## src/rtl/float_unpacker_if.sv

```systemverilog
// Operand-path bus for the float unpacker: input handshake, raw binary32
// operand, and the decoded fields/class flags with their output handshake.
//
// Handshake rule (both sides): a transfer happens on a rising clock edge
// where valid and ready are both high. A producer holding valid high must
// keep its data stable until that transfer; ready may depend combinationally
// on the consumer's own downstream ready.
interface float_unpacker_if #(
  parameter int EXP_W = 10
);

  // Upstream side: operand in
  logic             valid_in;
  logic             ready_out;
  logic [31:0]      float_in;

  // Downstream side: decoded operand out
  logic             valid_out;
  logic             ready_in;
  logic             sgn;
  logic [EXP_W-1:0] exp;
  logic [23:0]      man;
  logic             zero;
  logic             inf;
  logic             sNaN;
  logic             qNaN;
  logic             denormal;

  // The unpacker itself
  modport slave (
    input  valid_in,
    input  float_in,
    input  ready_in,
    output ready_out,
    output valid_out,
    output sgn,
    output exp,
    output man,
    output zero,
    output inf,
    output sNaN,
    output qNaN,
    output denormal
  );

  // Whatever feeds operands in and consumes decoded results
  modport master (
    output valid_in,
    output float_in,
    output ready_in,
    input  ready_out,
    input  valid_out,
    input  sgn,
    input  exp,
    input  man,
    input  zero,
    input  inf,
    input  sNaN,
    input  qNaN,
    input  denormal
  );

endinterface

```

## src/rtl/float_unpacker.sv

```systemverilog
// Float unpacker: decodes a raw binary32 word into sign, unbiased signed
// exponent, 24-bit significand with explicit hidden bit, and class flags.
// Subnormals are normalised one left shift per cycle so every finite
// nonzero result leaves with man[23] set.
module float_unpacker #(
  parameter int EXP_W = 10
) (
  input  logic             clk,
  input  logic             reset,
  input  logic             flush,
  float_unpacker_if.slave  bus,
  output logic [1:0]       o_state
);

  typedef enum logic [1:0] {
    IDLE = 2'd0,
    NORM = 2'd1,
    DONE = 2'd2
  } state_t;

  // Fixed exponent values used by the decoder, in EXP_W-bit two's complement
  localparam logic [EXP_W-1:0] EXP_BIAS    = EXP_W'(127);
  localparam logic [EXP_W-1:0] EXP_SPECIAL = EXP_W'(128);
  localparam logic [EXP_W-1:0] EXP_SUBN    = EXP_W'(-126);
  localparam logic [EXP_W-1:0] EXP_ONE     = EXP_W'(1);

  // Registered state and data outputs
  state_t           r_state;
  logic             r_sgn;
  logic [EXP_W-1:0] r_exp;
  logic [23:0]      r_man;
  logic             r_zero;
  logic             r_inf;
  logic             r_snan;
  logic             r_qnan;
  logic             r_denormal;

  // Next values
  state_t           w_state_nxt;
  logic             w_sgn_nxt;
  logic [EXP_W-1:0] w_exp_nxt;
  logic [23:0]      w_man_nxt;
  logic             w_zero_nxt;
  logic             w_inf_nxt;
  logic             w_snan_nxt;
  logic             w_qnan_nxt;
  logic             w_denormal_nxt;

  // Decoder results for the operand currently on float_in
  state_t           w_dec_state;
  logic [EXP_W-1:0] w_dec_exp;
  logic [23:0]      w_dec_man;
  logic             w_dec_zero;
  logic             w_dec_inf;
  logic             w_dec_snan;
  logic             w_dec_qnan;
  logic             w_dec_denormal;

  // Field split and handshake
  logic [7:0]       w_e;
  logic [22:0]      w_f;
  logic             w_ready_out;
  logic             w_valid_out;
  logic             w_accept;

  assign w_e      = bus.float_in[30:23];
  assign w_f      = bus.float_in[22:0];
  assign w_accept = bus.valid_in && w_ready_out;

  // Classify the incoming word and build its exponent/significand; the
  // target state says whether it still needs normalising.
  always_comb begin
    w_dec_state    = DONE;
    w_dec_exp      = '0;
    w_dec_man      = '0;
    w_dec_zero     = 1'b0;
    w_dec_inf      = 1'b0;
    w_dec_snan     = 1'b0;
    w_dec_qnan     = 1'b0;
    w_dec_denormal = 1'b0;
    if (w_e == 8'd0) begin
      if (w_f == 23'd0) begin
        w_dec_zero = 1'b1;
      end else begin
        // Subnormal: real exponent is -126 with no hidden bit; shifted later
        w_dec_denormal = 1'b1;
        w_dec_exp      = EXP_SUBN;
        w_dec_man      = {1'b0, w_f};
        w_dec_state    = NORM;
      end
    end else if (w_e == 8'hFF) begin
      w_dec_exp = EXP_SPECIAL;
      w_dec_man = {1'b0, w_f};
      if (w_f == 23'd0) begin
        w_dec_inf = 1'b1;
      end else begin
        // frac[22] distinguishes quiet from signalling NaN
        w_dec_qnan = w_f[22];
        w_dec_snan = !w_f[22];
      end
    end else begin
      w_dec_exp = {{(EXP_W-8){1'b0}}, w_e} - EXP_BIAS;
      w_dec_man = {1'b1, w_f};
    end
  end

  // Next-state and next-data selection for IDLE / NORM / DONE
  always_comb begin
    w_state_nxt    = r_state;
    w_sgn_nxt      = r_sgn;
    w_exp_nxt      = r_exp;
    w_man_nxt      = r_man;
    w_zero_nxt     = r_zero;
    w_inf_nxt      = r_inf;
    w_snan_nxt     = r_snan;
    w_qnan_nxt     = r_qnan;
    w_denormal_nxt = r_denormal;
    case (r_state)
      IDLE: begin
        if (w_accept) begin
          w_state_nxt    = w_dec_state;
          w_sgn_nxt      = bus.float_in[31];
          w_exp_nxt      = w_dec_exp;
          w_man_nxt      = w_dec_man;
          w_zero_nxt     = w_dec_zero;
          w_inf_nxt      = w_dec_inf;
          w_snan_nxt     = w_dec_snan;
          w_qnan_nxt     = w_dec_qnan;
          w_denormal_nxt = w_dec_denormal;
        end
      end
      NORM: begin
        // Shift until the leading one lands in the hidden-bit position
        w_man_nxt = r_man << 1;
        w_exp_nxt = r_exp - EXP_ONE;
        if (r_man[22]) begin
          w_state_nxt = DONE;
        end
      end
      DONE: begin
        if (bus.ready_in) begin
          if (w_accept) begin
            // Result consumed and replaced in the same cycle: no bubble
            w_state_nxt    = w_dec_state;
            w_sgn_nxt      = bus.float_in[31];
            w_exp_nxt      = w_dec_exp;
            w_man_nxt      = w_dec_man;
            w_zero_nxt     = w_dec_zero;
            w_inf_nxt      = w_dec_inf;
            w_snan_nxt     = w_dec_snan;
            w_qnan_nxt     = w_dec_qnan;
            w_denormal_nxt = w_dec_denormal;
          end else begin
            w_state_nxt    = IDLE;
            w_sgn_nxt      = 1'b0;
            w_exp_nxt      = '0;
            w_man_nxt      = '0;
            w_zero_nxt     = 1'b0;
            w_inf_nxt      = 1'b0;
            w_snan_nxt     = 1'b0;
            w_qnan_nxt     = 1'b0;
            w_denormal_nxt = 1'b0;
          end
        end
      end
      default: begin
        w_state_nxt = IDLE;
      end
    endcase
  end

  // Handshake outputs derived from the current state
  always_comb begin
    w_valid_out = (r_state == DONE);
    w_ready_out = (r_state == IDLE) || ((r_state == DONE) && bus.ready_in);
  end

  // State and data registers; reset and flush clear everything and win
  // over any accept or normalisation step in the same cycle.
  always_ff @(posedge clk) begin
    if (reset || flush) begin
      r_state    <= IDLE;
      r_sgn      <= 1'b0;
      r_exp      <= '0;
      r_man      <= '0;
      r_zero     <= 1'b0;
      r_inf      <= 1'b0;
      r_snan     <= 1'b0;
      r_qnan     <= 1'b0;
      r_denormal <= 1'b0;
    end else begin
      r_state    <= w_state_nxt;
      r_sgn      <= w_sgn_nxt;
      r_exp      <= w_exp_nxt;
      r_man      <= w_man_nxt;
      r_zero     <= w_zero_nxt;
      r_inf      <= w_inf_nxt;
      r_snan     <= w_snan_nxt;
      r_qnan     <= w_qnan_nxt;
      r_denormal <= w_denormal_nxt;
    end
  end

  assign bus.ready_out = w_ready_out;
  assign bus.valid_out = w_valid_out;
  assign bus.sgn       = r_sgn;
  assign bus.exp       = r_exp;
  assign bus.man       = r_man;
  assign bus.zero      = r_zero;
  assign bus.inf       = r_inf;
  assign bus.sNaN      = r_snan;
  assign bus.qNaN      = r_qnan;
  assign bus.denormal  = r_denormal;
  assign o_state       = r_state;

endmodule
```

## src/flat_wrapper.sv

```systemverilog
// flat-port wrapper written by rule: the top's interface ports become plain ports
module float_unpacker_flat 
#(
  parameter int EXP_W = 10
)
  (clk, reset, flush, o_state, bus_valid_in, bus_float_in, bus_ready_in, bus_ready_out, bus_valid_out, bus_sgn, bus_exp, bus_man, bus_zero, bus_inf, bus_sNaN, bus_qNaN, bus_denormal);
  float_unpacker_if #(.EXP_W(EXP_W)) bus_i ();
  input  logic clk;
  input  logic reset;
  input  logic flush;
  output logic [1:0] o_state;
  input wire logic [$bits(bus_i.valid_in)-1:0] bus_valid_in;
  input wire logic [$bits(bus_i.float_in)-1:0] bus_float_in;
  input wire logic [$bits(bus_i.ready_in)-1:0] bus_ready_in;
  output wire logic [$bits(bus_i.ready_out)-1:0] bus_ready_out;
  output wire logic [$bits(bus_i.valid_out)-1:0] bus_valid_out;
  output wire logic [$bits(bus_i.sgn)-1:0] bus_sgn;
  output wire logic [$bits(bus_i.exp)-1:0] bus_exp;
  output wire logic [$bits(bus_i.man)-1:0] bus_man;
  output wire logic [$bits(bus_i.zero)-1:0] bus_zero;
  output wire logic [$bits(bus_i.inf)-1:0] bus_inf;
  output wire logic [$bits(bus_i.sNaN)-1:0] bus_sNaN;
  output wire logic [$bits(bus_i.qNaN)-1:0] bus_qNaN;
  output wire logic [$bits(bus_i.denormal)-1:0] bus_denormal;
  assign bus_i.valid_in = bus_valid_in;
  assign bus_i.float_in = bus_float_in;
  assign bus_i.ready_in = bus_ready_in;
  assign bus_ready_out = bus_i.ready_out;
  assign bus_valid_out = bus_i.valid_out;
  assign bus_sgn = bus_i.sgn;
  assign bus_exp = bus_i.exp;
  assign bus_man = bus_i.man;
  assign bus_zero = bus_i.zero;
  assign bus_inf = bus_i.inf;
  assign bus_sNaN = bus_i.sNaN;
  assign bus_qNaN = bus_i.qNaN;
  assign bus_denormal = bus_i.denormal;
  float_unpacker #(.EXP_W(EXP_W)) u_core (.clk(clk), .reset(reset), .flush(flush), .bus(bus_i), .o_state(o_state));
endmodule
```

## config.mk

```make
export PLATFORM = sky130hd
export DESIGN_NAME = float_unpacker_flat
export DESIGN_NICKNAME = d
export VERILOG_FILES = /design/src/rtl/float_unpacker_if.sv /design/src/rtl/float_unpacker.sv /design/src/flat_wrapper.sv
export SDC_FILE = /design/constraint.sdc
export NUM_CORES = 1
export LEC_CHECK = 0
export CAP_MARGIN = 15
export CORE_MARGIN = 1.5
export CORE_UTILIZATION = 29
export CTS_BUF_LIST = sky130_fd_sc_hd__clkbuf_8
export CTS_CLUSTER_SIZE = 20
export DETAILED_ROUTE_END_ITERATION = 16
export GPL_TIMING_DRIVEN = 0
export SYNTH_ARGS = -nofsm -noshare
export SYNTH_HDL_FRONTEND = slang
export SYNTH_SLANG_ARGS = --single-unit
export TNS_END_PERCENT = 5
```

## constraint.sdc

```tcl
create_clock -name clk -period 4.7 [get_ports clk]
set_clock_uncertainty 0.2 [all_clocks]
set_input_delay 0.47 -clock clk [delete_from_list [all_inputs] [get_ports clk]]
set_output_delay 0.47 -clock clk [all_outputs]
set_load 0.02 [all_outputs]
```

### Yosys cells after proc, flatten, opt, wreduce, memory -nomap -nowiden

Cells that the tools add are included.

* register bits: 42
* bits of input ports: 37
* output and inout port bits: 44
* word-level logic and storage cells: 87

* muxes and demuxes: 57
* equal/unequal tests: 6
* $add $sub $neg: 2
* reductions and logical operators: 13

Operators with widths (count)
* $mux 24: 5
* $pmux 24 s3: 1
* $mux 10: 6
* $mux 1: 30
* $pmux 10 s3: 1
* $logic_not 23->1: 1
* $mux 23: 1
* $mux 2: 6
* $pmux 1 s2: 6
* $sub 10x1->10 const B: 1
* $reduce_and 3->1: 3
* $sub 8x7->9 const B: 1
* $eq 8x8->1 const B: 1
* $logic_not 8->1: 1
* $pmux 2 s3: 1
* $ne 2x1->1 const B: 2
* $reduce_bool 3->1: 1
* $eq 2x1->1 const B: 1
* $eq 2x2->1 const B: 1
* $logic_and 1x1->1: 2
* $logic_not 2->1: 1
* $logic_or 1x1->1: 2
* $ne 2x2->1 const B: 1
* $reduce_bool 2->1: 1
* $logic_not 1->1: 1

### Longest topological paths before layout

* depth after elaboration: 7
* mapped depth: 8
* mapped depth without buffers: 7

### Least setup slack after synthesis

No wires, ideal clock.

* path kind: reg2reg
* start: reg u_core.r_state[0] (netlist: u_core.o_state[0])
* end: reg u_core.r_exp[9] (netlist: u_core.bus.exp[9])
* period minus slack after synthesis: 2.435 ns
* data arrival time: 2.176 ns
* setup time: 0.059 ns
* stages on the path, launching flop included: 8
* path slack: 2.265 ns
* cell sequence: dfxtp_1 > inv_1 > ha_1 > clkbuf_2 > a221o_1 > or4_1 > a31oi_1 > a31o_1

* cells in the longest elaborated chain, start to end: 7

Ends and longest elaborated chain
* start, declared: line float_unpacker.sv:28 `state_t r_state;`
* start signal, assigned: line float_unpacker.sv:192 `r_state <= w_state_nxt;`
* $eq 2x2->1 *
* net bus_valid_out: line flat_wrapper.sv:16 `output wire logic [$bits(bus_i.valid_out)-1:0] bus_valid_out;`
* $logic_and 1x1->1: line float_unpacker.sv:175 `w_ready_out = (r_state == IDLE) || ((r_state == DONE) && bus.ready_in);`
* $logic_or 1x1->1: line float_unpacker.sv:175
* $logic_and 1x1->1: line float_unpacker.sv:68 `assign w_accept = bus.valid_in && w_ready_out;`
* $mux 10: line float_unpacker.sv:142 `if (w_accept) begin`
* $mux 10: line float_unpacker.sv:141 `if (bus.ready_in) begin`
* $pmux 10 s3: line float_unpacker.sv:118 `case (r_state)`
* end signal, assigned: line float_unpacker.sv:194 `r_exp <= w_exp_nxt;`
* end, declared: line float_unpacker.sv:30 `logic [EXP_W-1:0] r_exp;`

Mark *: on every way through the listed nets, which the timed path passes. The rest lies on a longest branch. The select of a mux whose other input is x is not followed.
A chain may end at the register's enable or synchronous reset.

### Final worst setup path

* start: in bus_float_in[30]
* end: reg u_core.r_exp[8] (netlist: u_core.bus.exp[8])

* cells in the longest elaborated chain, start to end: 6

Ends and longest elaborated chain
* start, declared: line flat_wrapper.sv:13 `input wire logic [$bits(bus_i.float_in)-1:0] bus_float_in;`
* $sub 8x7->9 / $eq 8x8->1 (equally long branches): line float_unpacker.sv:102, float_unpacker.sv:91
* $mux 10: line float_unpacker.sv:91 `end else if (w_e == 8'hFF) begin`
* $mux 10 *: line float_unpacker.sv:81 `if (w_e == 8'd0) begin`
* $mux 10: line float_unpacker.sv:142
* $mux 10: line float_unpacker.sv:141
* $pmux 10 s3 *: line float_unpacker.sv:118

Every way passes the cells marked *; elsewhere a longest branch is shown, timed or not. The select of a mux whose other input is x is not followed.

==> flow_summary.yaml <==
pwr:
  fin_total_pwr_mw: 0.822
  p_leak_nw: 1.14
  cellPowerDensity_nw_per_um2: 254
  vdd_drop_max_mv: 0.145
global_route:
  overflow: 0
  track_usage: 0.185
  grt_pass1_vias: 2451
  grt_pass1_wl_um: 12300
  grt_max_degree: 14
  antenna_found_initial: 0
worst_setup_path:
  crit_required_ns: 4.69
  r2r_setup_slack_ns: 2.14
  r2r-end: "u_core.bus.exp[7]"
  crit_arrival_ns: 2.67
  worstPathCellList: "clkdlybuf4s50_1 -> nor4_1 -> nand3_1 -> o31ai_1 -> nor3_1 -> o221a_2"
  critPathBufInv: 1
  cp_slowest_cell: "o31ai_1"
  cp-end-kind: "flop"
  critPathTopFamily: "compound AO/OA/AOI/OAI gates"
  ff2ff_path_depth: 8
  max_stage_delay_ns: 0.59
  rr_startpoint: "u_core.o_state[0]"
  crit_fanout: 7
  cp-start-kind: "input port"
  critPathKind: "in2reg"
routing:
  firstDrtPassIters: 4
  routedWlPerCell_um: 16.6
  vias_per_cell: 5.54
  routed-via-count: 2547
  first_iter_violations: 218
  wl_um: 7640
  drc: 0
  antenna_left: 0
clock_tree:
  cts_tree: "built"
  cts_buffer_depth: 2
  clk_latency_ns: 0.29
  cts_resized: 0
  clockRootBuffer: "clkbuf_8"
  cts_max_level: 2
  cts_buffers: 5
  holdBufCountCts: 0
  clk_pin_slew_ns: 0.08
  clock_sinks: 42
  post_cts_buffers: 0
min_path:
  min_from: "u_core.bus.sNaN"
  hold_depth: 2
  hold_path_class: "reg2reg"
  hold_end: "u_core.bus.sNaN"
outcome:
  run_status: "complete, no violations"
timing:
  drv_slew: 0
  rsz0062_at_grt: "false"
  worstMarginPinSlew_ns: 0.695
  period_needed_ns: 2.69
  maxClockFrequency_mhz: 372
  max_slew_margin: 0.532
  setup_violations: 0
  finalHoldViolations: 0
  fin_crit_sh: 0.571
  finalSetupTns_ns: 0
  hold_ws_ns: 0.274
die:
  initial_core_util: 0.304
  rows: 31
  die_x_um: 90.7
  fp.dieArea_um2: 8220
  core_area_um2: 7330
  num_io_pins: 81
  die_y_um: 90.7
final_layout:
  final_nets: 404
  num_antenna_cells: 0
  drive_gt1_frac: 0.0388
  syn_to_final_growth_pct: 45.4
  filler_cell_count: 755
  mostFrequentLayoutCells: "80 x clkdlybuf4s50_1, 42 x dfxtp_1, 39 x nor2_1"
  final_area_um2: 3240
  mostFrequentLayoutCell: "clkdlybuf4s50_1"
  fin_util: 0.442
synth:
  synth_area_um2: 2230
  synthCells: 273
  ys_types: 45
  ys.warnings.count: 0
  synth-seq-area-share: 0.377
  synth_nets: 317
  synth-seq-cells: 42
  syn_area_per_cell_um2: 8.16
flow_run:
  max_cap_violations: 0
placement:
  place_congestion: 0.871
  dp_hpwl_um: 5680
  placedInstanceArea_um2: 3150
  io_buffer_count: 80
[final cells by class]
type                            instances  area [µm²]  area share
Sequential cell                        42         841       0.260
Inverter                               10        37.5      0.0116
Buffer                                 18        68.8      0.0212
Multi-Input combinational cell        203        1280       0.396
Timing Repair Buffer                   80         801       0.247
Tap cell                               99         124      0.0382
Clock buffer                            5        68.8      0.0212
Clock inverter                          3        17.5     0.00541
[report_power, final]
part	switching, mW	total [mW]	internal [mW]
Sequential	0.0167	0.388	0.371
Combinational	0.107	0.200	0.0930
Clock	0.131	0.234	0.103
Total	0.255	0.822	0.567
[per-stage QoR]
stage / worst slack (ns) / cells
floorplan: 2.27 / 273
global placement: 1.81 / 452
detailed placement: 1.80 / 452
CTS: 2.11 / 460
global route: 1.93 / 460
finish: 2.01 / 460
[flip-flops by register name (all words and copies together) (netlist names)]
register / count
u_core.o_state: 2
u_core.bus.zero: 1
u_core.bus.sgn: 1
u_core.bus.sNaN: 1
u_core.bus.denormal: 1
u_core.bus.man: 24
u_core.bus.inf: 1
u_core.bus.exp: 10
u_core.bus.qNaN: 1
[synth_stat cells (all sizes together)]
library cell / instances / share of area
a221oi: 24 / 0.094
o211a: 2 / 0.0090
o221ai: 2 / 0.0079
a211oi: 1 / 0.0034
a32oi: 3 / 0.012
ha: 7 / 0.039
dfxtp: 42 / 0.38
o211ai: 1 / 0.0034
and2: 3 / 0.0084
inv: 10 / 0.017
a31oi: 2 / 0.0056
or2: 1 / 0.0028
nor3: 7 / 0.016
or4: 1 / 0.0034
a41oi: 1 / 0.0039
o2bb2ai: 1 / 0.0039
a31o: 2 / 0.0079
o31ai: 1 / 0.0034
nor3b: 1 / 0.0034
mux2i: 1 / 0.0045
nor2: 39 / 0.066
or3b: 1 / 0.0039
o2111ai: 1 / 0.0039
a221o: 1 / 0.0045
a21oi: 10 / 0.022
nand2: 10 / 0.017
nand4: 5 / 0.014
a32o: 1 / 0.0045
nand3: 7 / 0.016
or4bb: 1 / 0.0051
and3: 3 / 0.0084
o221a: 1 / 0.0051
o21ai: 38 / 0.085
nor4: 7 / 0.026
a21o: 2 / 0.0067
a22oi: 6 / 0.020
xnor2: 5 / 0.020
a211o: 1 / 0.0039
xor2: 2 / 0.0079
or3: 1 / 0.0028
clkbuf: 18 / 0.031
[routing by layer]
layer / global-route usage / vias to the layer above / wire [µm]
li1: - / 1218 / -
met1: 0.255 / 1217 / 3410
met2: 0.291 / 106 / 3640
met3: 0.0387 / 6 / 543
met4: 0.0476 / 0 / 44
met5: 0 / - / 0
[how the worst max path moves through the flow]
stage | startpoint | end | depth (start not counted)
3_5_place_dp | bus_float_in[30] | u_core.bus.exp[8] | 6
4_1_cts | bus_float_in[30] | u_core.bus.exp[8] | 6
6_report | bus_float_in[30] | u_core.bus.exp[8] | 6
5_1_grt | u_core.o_state[0] | u_core.bus.exp[7] | 8
2_1_floorplan | u_core.o_state[0] | u_core.bus.exp[9] | 7
3_3_place_gp | bus_float_in[30] | u_core.bus.exp[8] | 6
[worst min-delay path, delay by kind of cell (launching register included)]
family | cells | cell delay [ns]
flops | 1 | 0.33
simple gates | 1 | 0.05
compound gates | 1 | 0.05
[logic make-up after synthesis]
group / synth area share
DFF: 0.377
xor gates and xnor gates: 0.0275
and+or+nand+nor: 0.193
adders and majority gates: 0.0393
buffers and inverters: 0.0477
muxes: 0.00449
AOI/OAI and AO/OA: 0.311
No activity file was read; power rests on OpenSTA's default activity.
